$ cat src/rtl/sram_port_arbiter.sv
// sram_port_arbiter: round-robin sharer of a one-cycle-latency SRAM with bounded burst lock
module sram_port_arbiter #(
  parameter int NumPorts  = 3,
  parameter int AddrWidth = 25,
  parameter int DataWidth = 64,
  parameter int MaxBurst  = 4
) (
  input  logic                                 clk_i,
  input  logic                                 rst_ni,
  input  logic [NumPorts-1:0]                  req_i,
  input  logic [NumPorts-1:0]                  lock_i,
  input  logic [NumPorts-1:0]                  we_i,
  input  logic [NumPorts-1:0][AddrWidth-1:0]   addr_i,
  input  logic [NumPorts-1:0][DataWidth-1:0]   wdata_i,
  input  logic [NumPorts-1:0][DataWidth/8-1:0] be_i,
  output logic [NumPorts-1:0]                  gnt_o,
  output logic [NumPorts-1:0]                  rvalid_o,
  output logic [DataWidth-1:0]                 rdata_o,
  output logic                                 sram_req_o,
  output logic                                 sram_we_o,
  output logic [AddrWidth-1:0]                 sram_addr_o,
  output logic [DataWidth-1:0]                 sram_wdata_o,
  output logic [DataWidth/8-1:0]               sram_be_o,
  input  logic [DataWidth-1:0]                 sram_rdata_i
);
  localparam int PW = $clog2(NumPorts);
  localparam int BW = MaxBurst > 1 ? $clog2(MaxBurst) : 1;
  logic [PW-1:0] rr_q, owner_q, sel, idx, nxt, owner_nxt;
  logic [BW-1:0] burst_q;
  logic [NumPorts-1:0] rvalid_q;
  logic locked_q, hold, any, keep;
  always_comb begin
    sel = '0;
    idx = '0;
    for (int i = NumPorts - 1; i >= 0; i--) begin
      idx = PW'((int'(rr_q) + i) % NumPorts);
      sel = req_i[idx] ? idx : sel;
    end
    hold = locked_q && req_i[owner_q];
    sel = hold ? owner_q : sel;
  end
  assign any          = rst_ni && |req_i;
  assign gnt_o        = any ? {{(NumPorts-1){1'b0}}, 1'b1} << sel : '0;
  assign keep         = MaxBurst > 1 && lock_i[sel] && (!hold || burst_q < BW'(MaxBurst - 1));
  assign nxt          = sel == PW'(NumPorts - 1) ? '0 : sel + 1'b1;
  assign owner_nxt    = owner_q == PW'(NumPorts - 1) ? '0 : owner_q + 1'b1;
  assign sram_req_o   = any;
  assign sram_we_o    = any && we_i[sel];
  assign sram_addr_o  = addr_i[sel];
  assign sram_wdata_o = wdata_i[sel];
  assign sram_be_o    = be_i[sel];
  assign rvalid_o     = rst_ni ? rvalid_q : '0;
  assign rdata_o      = sram_rdata_i;
  always_ff @(posedge clk_i) begin
    if (!rst_ni) begin
      rr_q     <= '0;
      owner_q  <= '0;
      locked_q <= 1'b0;
      burst_q  <= '0;
      rvalid_q <= '0;
    end else begin
      rvalid_q <= gnt_o;
      if (any) begin
        locked_q <= keep;
        owner_q  <= keep ? sel : owner_q;
        burst_q  <= keep ? (hold ? burst_q + 1'b1 : BW'(1)) : '0;
        rr_q     <= keep ? rr_q : nxt;
      end else if (locked_q) begin
        locked_q <= 1'b0;
        burst_q  <= '0;
        rr_q     <= owner_nxt;
      end
    end
  end
endmodule

$ cat config.mk
export PLATFORM = sky130hd
export DESIGN_NAME = sram_port_arbiter
export DESIGN_NICKNAME = d
export VERILOG_FILES = /design/src/rtl/sram_port_arbiter.sv
export SDC_FILE = /design/constraint.sdc
export NUM_CORES = 1
export LEC_CHECK = 0
export CAP_MARGIN = 20
export CORE_AREA = 2 2 208 210
export DETAILED_ROUTE_END_ITERATION = 16
export DIE_AREA = 0 0 210 212
export PLACE_DENSITY_LB_ADDON = 0.12
export SETUP_SLACK_MARGIN = 0.4
export SLEW_MARGIN = 25
export SYNTH_ARGS = -nofsm -noshare
export SYNTH_HDL_FRONTEND = slang
export SYNTH_SLANG_ARGS = --single-unit
$ cat constraint.sdc
create_clock -name clk_i -period 6.15 [get_ports clk_i]
set_input_delay 0.9225 -clock clk_i [delete_from_list [all_inputs] [get_ports clk_i]]
set_output_delay 0.9225 -clock clk_i [all_outputs]
set_load 0.01 [all_outputs]
==> impl_metrics.py <==
metrics = {
    "global_route": {
        "grt_max_degree": 87,
        "grt_first_pass_wirelength_um": 28260,
        "met3_usage": 0.02674,
        "met1_usage": 0.08608,
        "grt_usage": 0.08268,
        "grt.overflow.total": 0,
        "grt_pass1_vias": 4503,
        "met2_usage": 0.1599,
        "busiest_layer": "met2",
        "antenna_found_initial": 0,
    },
    "pwr": {
        "p_comb_frac": 0.884,
        "pwr-share-seq": 0.045,
        "worst_ir_drop_vdd_mv": 0.1084,
        "cellPowerDensity_nw_per_um2": 238.2,
        "p_switching_w": 0.0007597,
        "switching_share": 0.4178,
        "power.internal_w": 0.001059,
        "p_total_w": 0.001818,
        "cellLeakagePower_nw": 2.670,
        "clockPowerShare": 0.071,
    },
    "yosys": {
        "yosysUniqueCellTypes": 45,
        "synthAdderAreaFrac": 0.01421,
        "synth_edf_count": 0,
        "yosys.area_share.simple": 0.1695,
        "synth-compound-area-share": 0.2178,
        "ys_seq_elements": 10,
        "synthXorXnorAreaFrac": 0,
        "synth_top_family_by_area": "multiplexers",
        "ys_seq_area_frac": 0.05686,
        "yosys_warnings": 0,
        "synth_top_area_cell": "mux2i_1",
        "synth_mux_area_frac": 0.3042,
        "ys.flop_type": "dfxtp_1",
        "synth.net_count": 860,
        "avgSynthCellArea_um2": 7.185,
        "synthCells": 490,
        "synth_area_um2": 3521,
        "netlist_top_cells_area": "mux2i_1 29%, buf_4 14%, o21ai_1 13%",
        "async_flop_share": 0,
        "synth_top_area_frac": 0.2928,
    },
    "clocking": {
        "cts_made_buffers": 3,
        "insertion_delay_ns": 0.24,
        "cts_max_level": 1,
        "clk_transition_reported_paths_ns": 0.04,
        "root_buffer": "clkbuf_16",
        "postCtsSetupRepairBufs": 0,
        "cts_tree": "yes",
        "cts_num_sinks": 10,
        "clock_path_buffers": 2,
        "cts_hold_buf": 0,
        "cts.repair.resized": 0,
    },
    "placed_design": {
        "pre_cts_ws_ns": 1.254,
        "detailed_place_hpwl_um": 17110,
        "place_congestion": 0.6843,
        "portBuffers": 406,
    },
    "die": {
        "die_h_um": 212,
        "core-area_um2": 42510,
        "dieArea_um2": 44520,
        "rows": 76,
        "die_w_um": 210,
        "start_util": 0.08283,
        "pin_count": 535,
    },
    "worst_setup_path": {
        "cp_num_buf_inv": 3,
        "max_stage_delay_ns": 0.63,
        "required_ns": 5.23,
        "crit_slowest_cell": "clkdlybuf4s50_1",
        "critPathKind": "in -> out",
        "path_delay_family": "buffers and inverters",
        "cp-start-kind": "input port",
        "cp.arrival_ns": 3.94,
        "crit_chain": "clkdlybuf4s50_1 > mux2i_1 > nor2_2 > and4b_4 > o31ai_4 > buf_12 > mux2i_1 > o21ai_1 > clkdlybuf4s50_1",
        "path_max_fanout": 59,
        "end_kind": "output port",
    },
    "timing": {
        "holdWs_ns": 0.4651,
        "fmax_mhz": 205.7,
        "fin_skew_ns": 0.003010,
        "rsz0062_at_grt": "false",
        "fin_tns_setup_ns": 0,
        "drv_slew": 0,
        "period_share": 0.7905,
        "period_minus_slack_ns": 4.861,
        "slew_headroom": 0.5857,
        "setup_viol": 0,
        "worstMarginPinSlew_ns": 0.6215,
        "hold_viol": 0,
        "fin_ws_ns": 1.289,
    },
    "status": {
        "status": "completed",
    },
    "detailed_routing": {
        "drcViolationCount": 0,
        "num_vias": 4551,
        "detail_route.iter0.violations": 127,
        "viasPerCell": 3.364,
        "wl_um": 20280,
        "ant_nets": 0,
        "drtPass1Iterations": 4,
        "avgRoutedWirePerCell_um": 14.99,
    },
    "cells_and_area": {
        "drive_above_1_share": 0.03098,
        "area_growth_pct": 116.8,
        "final_net_count": 1178,
        "nFillCells": 4819,
        "num_antenna_cells": 0,
    },
    "worst_hold_path": {
        "worstHoldPathType": "reg -> reg",
    },
    "job": {
        "cap_viol_max_count": 0,
    },
}
==> registers in the layout, indices dropped and copies added, names as in the netlist <==
name,flops
burst_q,2
locked_q,1
owner_q,2
rr_q,2
rvalid_q,3
==> power groups by stage <==
stage          logic [W]  clock network, W  registers, W
6_report         0.00161          0.000129     0.0000823
4_1_cts          0.00165          0.000132     0.0000825
2_1_floorplan   0.000897                 0     0.0000803
3_5_place_dp     0.00164                 0     0.0000836
3_3_place_gp     0.00167                 0     0.0000837
5_1_grt          0.00175          0.000135     0.0000841
==> per-stage QoR <==
stage / utilization / instance area [um2] / cells
2_1_floorplan: - / 3521 / 490
3_3_place_gp: 0.1775 / 7546 / 1349
3_5_place_dp: 0.1775 / 7546 / 1349
4_1_cts: 0.1796 / 7635 / 1353
5_1_grt: 0.1796 / 7635 / 1353
6_report: 0.1796 / 7635 / 1353
==> final timing paths <==
kind	from	endpoint	slack [ns]	cells after the start
max	req_i[2]	sram_addr_o[7]	1.29	9
min	burst_q[1]	burst_q[1]	0.47	2
max reg2reg	rr_q[0]	rr_q[1]	3.46	9
min reg2reg	burst_q[1]	burst_q[1]	0.47	2
==> cell usage after synthesis, types with 2 or more instances <==
cell,number
a21oi_1,3
buf_2,4
nor2_1,9
ha_1,4
mux2i_1,103
dfxtp_1,10
nand4b_1,4
nor2b_1,4
and2_1,4
buf_4,64
nand2_1,114
o21ai_0,12
a21boi_0,2
inv_1,5
buf_12,10
buf_6,5
o31ai_4,2
clkbuf_1,16
o21ai_1,89
==> cell families (layout without fill, tap and decap cells) <==
| logic type | count (synthesis) | in the layout |
|---|---|---|
| buffers and inverters | 104 | 421 |
| AND/OR/NAND/NOR | 141 | 141 |
| multiplexers | 106 | 106 |
| flip-flops | 10 | 10 |
| adder cells (fa/ha/maj) | 4 | 4 |
| AO/OA/AOI/OAI | 125 | 125 |
==> cell type report <==
| type | count | area (um2) | share of cell area |
|---|---|---|---|
| clock buffers | 4 | 88.84 | 0.01164 |
| inverters | 5 | 18.77 | 0.002458 |
| multi-input cells | 376 | 2485 | 0.3255 |
| flip-flops and latches | 10 | 200.2 | 0.02622 |
| well taps | 546 | 683.2 | 0.08948 |
| repair buffers | 412 | 4159 | 0.5447 |
==> routing by layer <==
layer,wire length [um],vias to the layer above
met5,0,-
met4,447,0
met3,1956,38
met2,10490,271
met1,7387,1967
li1,-,2275
==> tightest hold or removal path: cells and delay by family, from the launching register on <==
kind | cells | cell delay, ns
DFF | 1 | 0.30
AOI/OAI and AO/OA | 1 | 0.06
and+or+nand+nor | 1 | 0.05
==> placed cells by master (no fill, tap or decap), types with 3 or more instances in the layout <==
master	n
a21oi_1	3
mux2i_1	103
buf_12	4
o21ai_0	12
inv_1	5
nor2_1	9
clkbuf_16	3
o21ai_1	89
clkdlybuf4s50_1	406
ha_1	4
nand4b_1	4
and2_1	4
nor2b_1	4
nand2_1	114
dfxtp_1	10
Power figures use the tool's default switching activity.
==> RTL change 1: new RTL, same settings <==
Change the parameter `MaxBurst` from 4 to 2.
--- a/src/rtl/sram_port_arbiter.sv
+++ b/src/rtl/sram_port_arbiter.sv
@@ -4,5 +4,5 @@
   parameter int AddrWidth = 25,
   parameter int DataWidth = 64,
-  parameter int MaxBurst  = 4
+  parameter int MaxBurst  = 2
 ) (
   input  logic                                 clk_i,
Check against the original RTL: not settled (the Yosys comparison gave no result); the edit may change what the design does.
==> RTL change 1 against the unedited design <==
Area after synthesis down 9.6%. Clock skew is 0.0011 ns lower. Core utilization is 0.34 points lower. Sequential cell count shrank 1. Total power shrank 11%. Cell area shrank 1.9%. Worst setup slack improved by 0.16 ns. Sequential share of layout area fell by 0.22 points. Global-route usage about the same. Via count is 2.8% lower. Routed wire length is 0.23% higher. Critical path type unchanged. Critical endpoint is now sram_addr_o[4]. Largest power group unchanged.
==> RTL change 1: results (changes against the unedited design) <==
| Metric | Value |
|---|---|
| WHS Endpoint | `burst_q$_SDFFE_PN0P_ (was burst_q[1]$_SDFFE_PN0P_)` |
| Post-Place Cell Area | `7390 um^2 (was 7550 um^2)` |
| Seq/total area | `2.41% (was 2.62%)` |
| Seq cells post-synth | `9 (was 10)` |
| Setup crit end | `sram_addr_o[4] (was sram_addr_o[7])` |
| Synth cell count leaders | `nand2_1, mux2i_1, o21ai_0, buf_4, clkbuf_1 (was nand2_1, mux2i_1, o21ai_1, buf_4, clkbuf_1)` |
| Pleak | `2.90 nW (was 2.67 nW)` |
| Flop2flop setup slack | `3.09 ns (was 3.46 ns)` |
| Vias in the first global route | `4567 (was 4503)` |
| Sequential area share after synthesis | `5.66% (was 5.69%)` |
| Met2 WL | `10700 um (was 10500 um)` |
| Crit path from | `req_i[1] (was req_i[2])` |
| Crit-path max FO | `54 (was 59)` |
| Pwr/cell area | `216 nW/um^2 (was 238 nW/um^2)` |
| Clock-cell share of area | `1.05% (was 1.16%)` |
| Wire per inst | `15.1 um (was 15.0 um)` |
| Worst EP arrival | `3.78 ns (was 3.94 ns)` |
| # nets final | `1167 (was 1178)` |
| Post-place setup slack | `1.20 ns (was 1.25 ns)` |
| Fraction of area in multi-input gates | `31.2% (was 32.5%)` |
| Multi-input gates | `363 (was 376)` |
| Slew headroom | `59.4% (was 58.6%)` |
| Placed cell count | `1338 (was 1349)` |
| Hold path start | `burst_q$_SDFFE_PN0P_ (was burst_q[1]$_SDFFE_PN0P_)` |
| Met3 GRT Util | `2.02% (was 2.67%)` |
| Hold Path Depth | `2 (unchanged)` |
| Tcrit/Tclk final | `76.4% (was 79.0%)` |
| Nonclk buf count | `414 (was 412)` |
| Min Hold Slack | `0.514 ns (was 0.465 ns)` |
| Area growth from synthesis to layout | `135% (was 117%)` |
| Worst stage delay on the critical path | `0.64 ns` |
| DRC violation total after the first TritonRoute iteration | `77 (was 127)` |
| Syn nets | `849 (was 860)` |
| Status | `completed (unchanged)` |
| Inverters | `7 (was 5)` |
| M2 GR Usage | `16.2% (was 16.0%)` |
| CP top delay family | `buffers and inverters (unchanged)` |
| Via count | `4422 (was 4551)` |
| Met1 Usage GRT | `8.95% (was 8.61%)` |
| RR Endpoint | `owner_q[0]$_SDFFE_PN0P_ (was rr_q[1]$_SDFFE_PN0P_)` |
| WL met1 | `7540 um (was 7390 um)` |
| Final WL | `20300 um (about the same)` |
| Met3 routed WL | `1640 um (was 1960 um)` |
| Unique cell type count in the Yosys netlist | `39 (was 45)` |
| Layout Skew | `0.00193 ns (was 0.00301 ns)` |
| Largest net degree at the start of global routing | `71 (was 87)` |
| # fillers | `4805 (was 4819)` |
| Post-DP HPWL | `17400 um (was 17100 um)` |
-- RTL change 1: cell count changes after synthesis, sizes merged, moves of 3 or more --
| cell | change |
|---|---|
| nand2 | -10 |
| clkbuf | +6 |
| nor3 | +3 |
| buf | -4 |
| nor2b | -3 |
| and3 | +3 |
-- RTL change 1: report_power, final --
part,internal [mW],total [mW],switching (mW),leakage [nW]
logic,0.805,1.43,0.623,2.79
registers,0.0690,0.0784,0.00941,0.0741
clock network,0.0867,0.115,0.0286,0.0382
-- RTL change 1: tightest hold or removal path: cells and delay by family, from the launching register on --
kind / cells / cell delay (ns)
AND/OR/NAND/NOR: 1 / 0.07
flip-flops: 1 / 0.34
AO/OA/AOI/OAI: 1 / 0.05
-- RTL change 1: kinds of logic after synthesis --
logic type,synth area share (%)
adders and majority gates,1.18
AOI/OAI and AO/OA,21.8
and+or+nand+nor,17.1
buffers and inverters,21.4
DFF,5.66
muxes,32.8
==> RTL change 2: new RTL, same settings <==
Without the edit above. Make the reset (`rst_ni`) asynchronous in one clocked block.
--- a/src/rtl/sram_port_arbiter.sv
+++ b/src/rtl/sram_port_arbiter.sv
@@ -52,5 +52,5 @@
   assign rvalid_o     = rst_ni ? rvalid_q : '0;
   assign rdata_o      = sram_rdata_i;
-  always_ff @(posedge clk_i) begin
+  always_ff @(posedge clk_i or negedge rst_ni) begin
     if (!rst_ni) begin
       rr_q     <= '0;
Check against the original RTL: not settled (the Yosys comparison gave no result); the edit may change what the design does.
==> RTL change 2 against the unedited design <==
Area after synthesis fell by 2.9%. Worst setup slack worse by 0.18 ns. Synthesized cell count down 1.6%. Global-route usage grew 0.28 points. Count of clock-buffer cells in the layout unchanged. First-iteration DRC count increased by 16%. Routed wire length up 2.3%. Total power is 90% higher. Combinational power is 99% higher. Die area stayed put. Cell area grew 0.52%. Sequential cell count unchanged. Largest power group unchanged.
==> RTL change 2: results (changes against the unedited design) <==
| Metric | Value |
|---|---|
| Synth top area cells | `mux2i_1, buf_4, o21ai_1 (unchanged)` |
| RR Endpoint | `owner_q[0]$_DFFE_PN0P_ (was rr_q[1]$_SDFFE_PN0P_)` |
| Largest net degree at the start of global routing | `93 (was 87)` |
| Layout Skew | `0.00660 ns (was 0.00301 ns)` |
| M2 GR Usage | `16.4% (was 16.0%)` |
| Vias in the first global route | `4775 (was 4503)` |
| DRC violation total after the first TritonRoute iteration | `147 (was 127)` |
| RR Startpoint | `rr_q[0]$_DFFE_PN0P_ (was rr_q[0]$_SDFFE_PN0P_)` |
| Hold path start | `burst_q[1]$_DFFE_PN0P_ (was burst_q[1]$_SDFFE_PN0P_)` |
| Main synth FF type | `dfrtp_1 (was dfxtp_1)` |
| Post-DP HPWL | `17900 um (was 17100 um)` |
| Fraction of area in multi-input gates | `32.3% (was 32.5%)` |
| Buffer share of cell area | `54.1% (was 54.5%)` |
| Share of layout cells above drive strength 1 | `3.49% (was 3.10%)` |
| Met3 routed WL | `1950 um (was 1960 um)` |
| Met2 WL | `10700 um (was 10500 um)` |
| Crit-path max FO | `44 (was 59)` |
| Reg area | `250 um^2 (was 200 um^2)` |
| Final Util | `18.1% (was 18.0%)` |
| Adder-cell area share of the yosys netlist | `1.46% (was 1.42%)` |
| Sequential area share after synthesis | `7.32% (was 5.69%)` |
| Flop2flop setup slack | `3.29 ns (was 3.46 ns)` |
| Post-synthesis mux area share | `30.4% (about the same)` |
| Routability Congestion | `0.694 (was 0.684)` |
| Post-Place Cell Area | `7590 um^2 (was 7550 um^2)` |
| R2R depth | `8 (was 9)` |
| Hold Path Depth | `1 (was 2)` |
| Met1 Usage GRT | `9.14% (was 8.61%)` |
| Setup crit end | `sram_addr_o[18] (was sram_addr_o[7])` |
| WHS Endpoint | `burst_q[1]$_DFFE_PN0P_ (was burst_q[1]$_SDFFE_PN0P_)` |
| Slew @ Worst Pin | `0.618 ns (was 0.621 ns)` |
| Met3 GRT Util | `2.53% (was 2.67%)` |
| # nets final | `1174 (was 1178)` |
| Nonclk buf count | `414 (was 412)` |
| Ys async rst share | `100% (was 0%)` |
| Status | `completed (unchanged)` |
| Peak supply drop | `0.219 mV (was 0.108 mV)` |
| Pleak | `2.75 nW (was 2.67 nW)` |
| Worst stage delay on the critical path | `0.61 ns (was 0.63 ns)` |
| Via count | `4562 (was 4551)` |
| Gr usage total | `8.55% (was 8.27%)` |
| Final WL | `20700 um (was 20300 um)` |
-- RTL change 2: changes by cell type after synthesis, moves of 4 or more --
cell,before,now
o21ai_1,89,80
nand2_1,114,103
buf_2,4,15
dfrtp_1,0,10
a21oi_1,3,7
o21ai_0,12,21
dfxtp_1,10,0
clkbuf_1,16,8
buf_12,10,0
-- RTL change 2: through the flow --
stage | instances | total power [mW] | setup WS, ns | hold slack, ns
final | 1349 | 3.46 | 1.11 | 0.490
after global routing | 1349 | 3.75 | 0.840 | 0.515
after CTS | 1349 | 3.54 | 0.980 | 0.495
after detailed placement | 1345 | 3.40 | 0.991 | 0.485
after global placement | 1345 | 3.45 | 0.919 | 0.503
after floorplan | 482 | 1.86 | 2.71 | 0.470
-- RTL change 2: power breakdown --
| part | switching, mW | internal, mW | total [mW] |
|---|---|---|---|
| sequential | 0.0333 | 0.0938 | 0.127 |
| clock | 0.0326 | 0.0980 | 0.131 |
| combinational | 1.51 | 1.69 | 3.20 |
